## config.mk

```make
export PLATFORM = sky130hd
export DESIGN_NAME = apb_sram_arbiter_flat
export DESIGN_NICKNAME = d
export VERILOG_FILES = /design/src/rtl/apb_sram_arbiter_pkg.sv /design/src/rtl/apb_sram_arbiter_if.sv /design/src/rtl/apb_sram_arbiter_rr_arb2.sv /design/src/rtl/apb_sram_arbiter.sv /design/src/flat_wrapper.sv
export SDC_FILE = /design/constraint.sdc
export NUM_CORES = 1
export LEC_CHECK = 0
export CAP_MARGIN = 10
export CORE_MARGIN = 2
export CORE_UTILIZATION = 43
export DETAILED_ROUTE_END_ITERATION = 10
export PLACE_DENSITY = 0.9
export SYNTH_ARGS = -nofsm -noshare
export SYNTH_HDL_FRONTEND = slang
export SYNTH_SLANG_ARGS = --single-unit
```

## constraint.sdc

```tcl
create_clock -name clk -period 2.3 [get_ports clk]
set_input_delay 0.23 -clock clk [delete_from_list [all_inputs] [get_ports clk]]
set_output_delay 0.23 -clock clk [all_outputs]
set_load 0.01 [all_outputs]
```

## src/rtl/apb_sram_arbiter_pkg.sv

```systemverilog
// rtl/apb_sram_arbiter_pkg.sv - shared types and constants for the two-port APB SRAM arbiter
package apb_sram_pkg;

  localparam int APB_DATA_W = 32;

  localparam logic PORT0 = 1'b0;
  localparam logic PORT1 = 1'b1;

  typedef enum logic [1:0] {
    IDLE   = 2'd0,
    SETUP  = 2'd1,
    ACCESS = 2'd2,
    DONE   = 2'd3
  } apb_st_t;

  // Winner of a two-way round-robin pick; a tie goes to the port not served last.
  function automatic logic rr_pick(input logic [1:0] req, input logic last);
    logic pick;
    pick = PORT0;
    if (req == 2'b11) begin
      pick = ~last;
    end else if (req[1]) begin
      pick = PORT1;
    end
    return pick;
  endfunction

endpackage

```

## src/rtl/apb_sram_arbiter_if.sv

```systemverilog
// rtl/apb_sram_arbiter_if.sv - requester handshakes and APB bus of the two-port SRAM arbiter
interface apb_sram_arbiter_if #(
  parameter int addr_bits = 10
);
  import apb_sram_pkg::*;

  logic                  req0;
  logic                  req1;
  logic                  we0;
  logic                  we1;
  logic [addr_bits+1:0]  addr0;
  logic [addr_bits+1:0]  addr1;
  logic [APB_DATA_W-1:0] wdata0;
  logic [APB_DATA_W-1:0] wdata1;
  logic                  done0;
  logic                  done1;
  logic [APB_DATA_W-1:0] rdata0;
  logic [APB_DATA_W-1:0] rdata1;
  logic                  err0;
  logic                  err1;

  logic                  psel;
  logic                  penable;
  logic                  pwrite;
  logic [addr_bits+1:0]  paddr;
  logic [APB_DATA_W-1:0] pwdata;
  logic                  pready;
  logic [APB_DATA_W-1:0] prdata;

  modport master (
    input  req0, req1, we0, we1, addr0, addr1, wdata0, wdata1, pready, prdata,
    output done0, done1, rdata0, rdata1, err0, err1,
    output psel, penable, pwrite, paddr, pwdata
  );

  modport slave (
    output req0, req1, we0, we1, addr0, addr1, wdata0, wdata1, pready, prdata,
    input  done0, done1, rdata0, rdata1, err0, err1,
    input  psel, penable, pwrite, paddr, pwdata
  );

endinterface

```

## src/rtl/apb_sram_arbiter_rr_arb2.sv

```systemverilog
// rtl/apb_sram_arbiter_rr_arb2.sv - two-way round-robin picker that owns the last-served register
module apb_rr_arb2
  import apb_sram_pkg::*;
(
  input  logic       clk,
  input  logic       rstn,
  input  logic [1:0] req,
  input  logic       enable,
  output logic       grant,
  output logic       grant_valid
);

  logic last;

  always_comb begin
    grant       = rr_pick(req, last);
    grant_valid = enable & (|req);
  end

  // Reset to port 1 so the first tie after reset goes to port 0.
  always_ff @(posedge clk or negedge rstn) begin
    if (!rstn) begin
      last <= PORT1;
    end else if (grant_valid) begin
      last <= grant;
    end
  end

endmodule

```

## src/rtl/apb_sram_arbiter.sv

```systemverilog
// rtl/apb_sram_arbiter.sv - shares one APB SRAM slave between two requesters with a wait-state watchdog
module apb_sram_arbiter
  import apb_sram_pkg::*;
#(
  parameter int addr_bits = 10,
  parameter int timeout   = 16
) (
  input logic                clk,
  input logic                rstn,
  apb_sram_arbiter_if.master bus
);

  localparam int CW = $clog2(timeout + 1);
  localparam logic [CW-1:0] WAIT_LAST = CW'(timeout - 1);
  localparam logic [addr_bits+1:0] WORD_MASK = ~((addr_bits + 2)'(3));

  apb_st_t               state;
  logic                  cur;
  logic [CW-1:0]         wait_cnt;
  logic                  psel_q;
  logic                  penable_q;
  logic                  pwrite_q;
  logic [addr_bits+1:0]  paddr_q;
  logic [APB_DATA_W-1:0] pwdata_q;
  logic [APB_DATA_W-1:0] rdata0_q;
  logic [APB_DATA_W-1:0] rdata1_q;
  logic                  done0_q;
  logic                  done1_q;
  logic                  err0_q;
  logic                  err1_q;

  logic                  gnt;
  logic                  gnt_valid;
  logic                  sel_we;
  logic [addr_bits+1:0]  sel_addr;
  logic [APB_DATA_W-1:0] sel_wdata;

  apb_rr_arb2 u_arb (
    .clk         (clk),
    .rstn        (rstn),
    .req         ({bus.req1, bus.req0}),
    .enable      (state == IDLE),
    .grant       (gnt),
    .grant_valid (gnt_valid)
  );

  always_comb begin
    sel_we    = bus.we0;
    sel_addr  = bus.addr0;
    sel_wdata = bus.wdata0;
    if (gnt == PORT1) begin
      sel_we    = bus.we1;
      sel_addr  = bus.addr1;
      sel_wdata = bus.wdata1;
    end
  end

  // paddr/pwrite/pwdata double as the transaction latch and are left as-is after the transfer.
  always_ff @(posedge clk or negedge rstn) begin
    if (!rstn) begin
      state     <= IDLE;
      cur       <= PORT0;
      wait_cnt  <= '0;
      psel_q    <= 1'b0;
      penable_q <= 1'b0;
      pwrite_q  <= 1'b0;
      paddr_q   <= '0;
      pwdata_q  <= '0;
      rdata0_q  <= '0;
      rdata1_q  <= '0;
      done0_q   <= 1'b0;
      done1_q   <= 1'b0;
      err0_q    <= 1'b0;
      err1_q    <= 1'b0;
    end else begin
      case (state)
        IDLE: begin
          if (gnt_valid) begin
            cur       <= gnt;
            pwrite_q  <= sel_we;
            paddr_q   <= sel_addr & WORD_MASK;
            pwdata_q  <= sel_wdata;
            psel_q    <= 1'b1;
            penable_q <= 1'b0;
            wait_cnt  <= '0;
            state     <= SETUP;
          end
        end
        SETUP: begin
          penable_q <= 1'b1;
          state     <= ACCESS;
        end
        ACCESS: begin
          if (bus.pready) begin
            if (!pwrite_q) begin
              if (cur == PORT1) rdata1_q <= bus.prdata;
              else              rdata0_q <= bus.prdata;
            end
            done0_q   <= (cur == PORT0);
            done1_q   <= (cur == PORT1);
            err0_q    <= 1'b0;
            err1_q    <= 1'b0;
            psel_q    <= 1'b0;
            penable_q <= 1'b0;
            state     <= DONE;
          end else begin
            wait_cnt <= wait_cnt + 1'b1;
            // Watchdog: this is the timeout-th cycle spent waiting.
            if (wait_cnt == WAIT_LAST) begin
              if (cur == PORT1) rdata1_q <= '0;
              else              rdata0_q <= '0;
              done0_q   <= (cur == PORT0);
              done1_q   <= (cur == PORT1);
              err0_q    <= (cur == PORT0);
              err1_q    <= (cur == PORT1);
              psel_q    <= 1'b0;
              penable_q <= 1'b0;
              state     <= DONE;
            end
          end
        end
        DONE: begin
          done0_q <= 1'b0;
          done1_q <= 1'b0;
          err0_q  <= 1'b0;
          err1_q  <= 1'b0;
          state   <= IDLE;
        end
        default: state <= IDLE;
      endcase
    end
  end

  assign bus.psel    = psel_q;
  assign bus.penable = penable_q;
  assign bus.pwrite  = pwrite_q;
  assign bus.paddr   = paddr_q;
  assign bus.pwdata  = pwdata_q;
  assign bus.rdata0  = rdata0_q;
  assign bus.rdata1  = rdata1_q;
  assign bus.done0   = done0_q;
  assign bus.done1   = done1_q;
  assign bus.err0    = err0_q;
  assign bus.err1    = err1_q;

endmodule

```

## src/flat_wrapper.sv

```systemverilog
// flat-port wrapper written by rule: the top's interface ports become plain ports
module apb_sram_arbiter_flat import apb_sram_pkg::*;
#(
  parameter int addr_bits = 10,
  parameter int timeout   = 16
)
  (clk, rstn, bus_req0, bus_req1, bus_we0, bus_we1, bus_addr0, bus_addr1, bus_wdata0, bus_wdata1, bus_pready, bus_prdata, bus_done0, bus_done1, bus_rdata0, bus_rdata1, bus_err0, bus_err1, bus_psel, bus_penable, bus_pwrite, bus_paddr, bus_pwdata);
  apb_sram_arbiter_if #(.addr_bits(addr_bits)) bus_i ();
  input logic clk;
  input logic rstn;
  input wire logic [$bits(bus_i.req0)-1:0] bus_req0;
  input wire logic [$bits(bus_i.req1)-1:0] bus_req1;
  input wire logic [$bits(bus_i.we0)-1:0] bus_we0;
  input wire logic [$bits(bus_i.we1)-1:0] bus_we1;
  input wire logic [$bits(bus_i.addr0)-1:0] bus_addr0;
  input wire logic [$bits(bus_i.addr1)-1:0] bus_addr1;
  input wire logic [$bits(bus_i.wdata0)-1:0] bus_wdata0;
  input wire logic [$bits(bus_i.wdata1)-1:0] bus_wdata1;
  input wire logic [$bits(bus_i.pready)-1:0] bus_pready;
  input wire logic [$bits(bus_i.prdata)-1:0] bus_prdata;
  output wire logic [$bits(bus_i.done0)-1:0] bus_done0;
  output wire logic [$bits(bus_i.done1)-1:0] bus_done1;
  output wire logic [$bits(bus_i.rdata0)-1:0] bus_rdata0;
  output wire logic [$bits(bus_i.rdata1)-1:0] bus_rdata1;
  output wire logic [$bits(bus_i.err0)-1:0] bus_err0;
  output wire logic [$bits(bus_i.err1)-1:0] bus_err1;
  output wire logic [$bits(bus_i.psel)-1:0] bus_psel;
  output wire logic [$bits(bus_i.penable)-1:0] bus_penable;
  output wire logic [$bits(bus_i.pwrite)-1:0] bus_pwrite;
  output wire logic [$bits(bus_i.paddr)-1:0] bus_paddr;
  output wire logic [$bits(bus_i.pwdata)-1:0] bus_pwdata;
  assign bus_i.req0 = bus_req0;
  assign bus_i.req1 = bus_req1;
  assign bus_i.we0 = bus_we0;
  assign bus_i.we1 = bus_we1;
  assign bus_i.addr0 = bus_addr0;
  assign bus_i.addr1 = bus_addr1;
  assign bus_i.wdata0 = bus_wdata0;
  assign bus_i.wdata1 = bus_wdata1;
  assign bus_i.pready = bus_pready;
  assign bus_i.prdata = bus_prdata;
  assign bus_done0 = bus_i.done0;
  assign bus_done1 = bus_i.done1;
  assign bus_rdata0 = bus_i.rdata0;
  assign bus_rdata1 = bus_i.rdata1;
  assign bus_err0 = bus_i.err0;
  assign bus_err1 = bus_i.err1;
  assign bus_psel = bus_i.psel;
  assign bus_penable = bus_i.penable;
  assign bus_pwrite = bus_i.pwrite;
  assign bus_paddr = bus_i.paddr;
  assign bus_pwdata = bus_i.pwdata;
  apb_sram_arbiter #(.addr_bits(addr_bits), .timeout(timeout)) u_core (.clk(clk), .rstn(rstn), .bus(bus_i));
endmodule
```

==> impl_metrics.yaml <==
timing:
  fin_crit_ns: 2.12
  relSlewSlack: 0.632
  fin_ws_ns: 0.177
  fin_crit_sh: 0.923
  grt_setup_unrepaired: "no"
  drv_slew: 0
  setup_violations: 0
  finalHoldViolations: 0
  fin_setup_tns_ns: 0
  tightest_slew_ns: 0.552
  clock_skew_ns: 0.00801
  fmax_mhz: 471
final_layout:
  syn_to_final_growth_pct: 54.4
  multiInputGateArea_sq_um: 2460
  final_util: 0.673
  regArea_sq_um: 3050
  antennaDiodeCount: 0
  fin_nets: 817
  filler_cell_count: 922
  final_layout_size_suffix_gt1_frac: 0.165
clocking:
  htree_levels: 4
  cts.sinks: 122
  cts_tree: "built"
  cts_setup_buffers: 0
  insertion_delay_ns: 0.41
  cts-root-buf: "clkbuf_16"
  numCtsBuffers: 17
  cts_buffer_depth: 2
  clk_pin_slew_worst_paths_ns: 0.05
logic_synthesis:
  synth.most_common_cell: "dfrtp_1"
  synth.distinct_cells: 37
  yosys_warnings: 0
  ys.flop_type: "dfrtp_1"
  syn_inst: 443
  async_reset_ff_frac: 1.00
  synthTopCellsByCount: "121 x dfrtp_1, 60 x mux2_4, 50 x nand2_1, 48 x mux2i_1, 46 x o21ai_0"
  synth_edf_count: 0
  seq_area_frac_synth: 0.536
  synth_top_area_frac: 0.531
  yosysTopAreaCell: "dfrtp_1"
  syn_avg_cell_area_sq_um: 12.9
  synth_area_sq_um: 5700
  ys_ff_latch: 122
  netlist_top_cells_area: "dfrtp_1 53%, mux2_4 16%, mux2i_1 8.4%, o21ai_0 4.0%, and2_1 3.5%"
route:
  drtIter0Drc: 251
  post_drt_via_cell_ratio: 4.90
  vias: 4264
  first_pass_iters: 4
  post_drt_wl_per_cell_um: 16.4
  ant_nets: 0
  routed_wl_mm: 14.3
  drc: 0
global_routing:
  antenna_found_initial: 0
  first_global_vias: 4393
  grt_pass1_wl_mm: 23.1
  grt_remaining_overflow: 0
  grtUsageTotal: 0.209
  grt_max_degree: 63
placement:
  post-place-ws_ns: 0.156
  hpwlAfterDp_mm: 10.4
  place_congestion: 0.792
  portBuffers: 235
die:
  die_area_sq_um: 14200
  die_w_um: 119
  initial_utilization: 0.435
  io_pins: 242
  num_rows: 42
  dieHeight_um: 119
  core_area_sq_um: 13100
job:
  drv_cap: 0
min_path:
  min_path_type: "in -> async"
critical_path:
  cp-start-kind: "register"
  critical_path_class: "reg -> reg"
  cp_data_required_time_ns: 2.59
  cp.arrival_ns: 2.41
  cp_max_fo: 32
  cp-end-kind: "register"
power:
  p_per_area_nw_per_um2: 1230
  ir_drop_mv: 0.466
  leakage_nw: 3.86
status:
  status: "finished clean"
flip-flops by register name, indices dropped and copies added, names as in the netlist:
| register | flops |
|---|---|
| u_core.bus.done0 | 1 |
| u_core.bus.done1 | 1 |
| u_core.bus.err0 | 1 |
| u_core.bus.err1 | 1 |
| u_core.bus.paddr | 10 |
| u_core.bus.penable | 1 |
| u_core.bus.psel | 1 |
| u_core.bus.pwdata | 32 |
| u_core.bus.pwrite | 1 |
| u_core.bus.rdata0 | 32 |
| u_core.bus.rdata1 | 32 |
| u_core.cur | 1 |
| u_core.state | 2 |
| u_core.u_arb.last | 1 |
| u_core.wait_cnt | 5 |
layer usage:
| layer | vias up | global-route usage | wire length [um] |
|---|---|---|---|
| met5 | - | 0 | 0 |
| met4 | 0 | 0.0603 | 182 |
| met3 | 16 | 0.0814 | 1160 |
| met2 | 190 | 0.346 | 6910 |
| met1 | 2060 | 0.252 | 6010 |
| li1 | 1998 | - | - |
worst max-delay path, cell delays in order (launching register included):
cell	delay, ns
dfrtp_1	0.38
ha_1	0.20
and3_1	0.17
ha_1	0.21
nand2b_4	0.09
a211oi_4	0.28
buf_12	0.29
mux2_2	0.37
power by group:
| group | switching, W | total [W] | internal, W |
|---|---|---|---|
| Combinational | 0.00193 | 0.00481 | 0.00288 |
| Sequential | 0.000606 | 0.00372 | 0.00312 |
| Clock | 0.000897 | 0.00231 | 0.00141 |
cell usage in the layout (no fill, tap or decap), types with 3 or more instances in the layout:
cell and n:
clkbuf_1 3, o21ai_0 46, clkdlybuf4s50_1 234, mux2_2 7, nand2b_1 4, clkinv_2 7
buf_4 6, and2_1 32, mux2i_1 48, ha_1 7, nand2_1 50, nor2_1 4
inv_1 9, clkbuf_16 17, buf_12 6, mux2_4 60, dfrtp_1 121
per-stage QoR:
step	cells	hold WS (ns)	instance area, sq um	power (W)
2_1_floorplan	444	-0.0656	5700	0.00599
3_3_place_gp	839	0.244	8280	0.00837
3_5_place_dp	839	0.254	8280	0.00859
4_1_cts	871	0.359	8800	0.0110
5_1_grt	871	0.385	8800	0.0115
6_report	871	0.354	8800	0.0108
logic make-up after synthesis:
kind of cell | Yosys count | share of synthesized area
simple gates | 97 | 0.0848
other cells | 1 | 0.000658
mux | 115 | 0.256
fa+ha+maj | 7 | 0.0154
buf+inv | 36 | 0.0369
flops | 122 | 0.536
compound gates | 65 | 0.0701
cell type report:
type | instances | share of cell area
Clock buffer | 22 | 0.0528
Timing Repair Buffer | 247 | 0.286
Clock inverter | 9 | 0.00569
Multi-Input combinational cell | 286 | 0.280
Tap cell | 176 | 0.0250
Inverter | 9 | 0.00384
Sequential cell | 122 | 0.347
path summary, 6_finish.rpt:
check,from,to,slack [ns],cells past startpoint
min in group clk,bus_wdata0[1],u_core.bus.pwdata[1],0.45,3
setup / recovery,u_core.wait_cnt[0],u_core.bus.rdata1[31],0.18,7
hold / removal,rstn,u_core.bus.rdata1[11],0.35,2
setup reg to reg,u_core.wait_cnt[0],u_core.bus.rdata1[31],0.18,7
hold reg to reg,u_core.bus.paddr[10],u_core.bus.paddr[10],0.47,2
max in group asynchronous,rstn,u_core.u_arb.last,1.25,3
timing repair:
action	in CTS	in global routing
resized for setup	0	0
hold buffers	1	0
hold endpoints to repair	40	0
(Power assumes the default switching activity.)
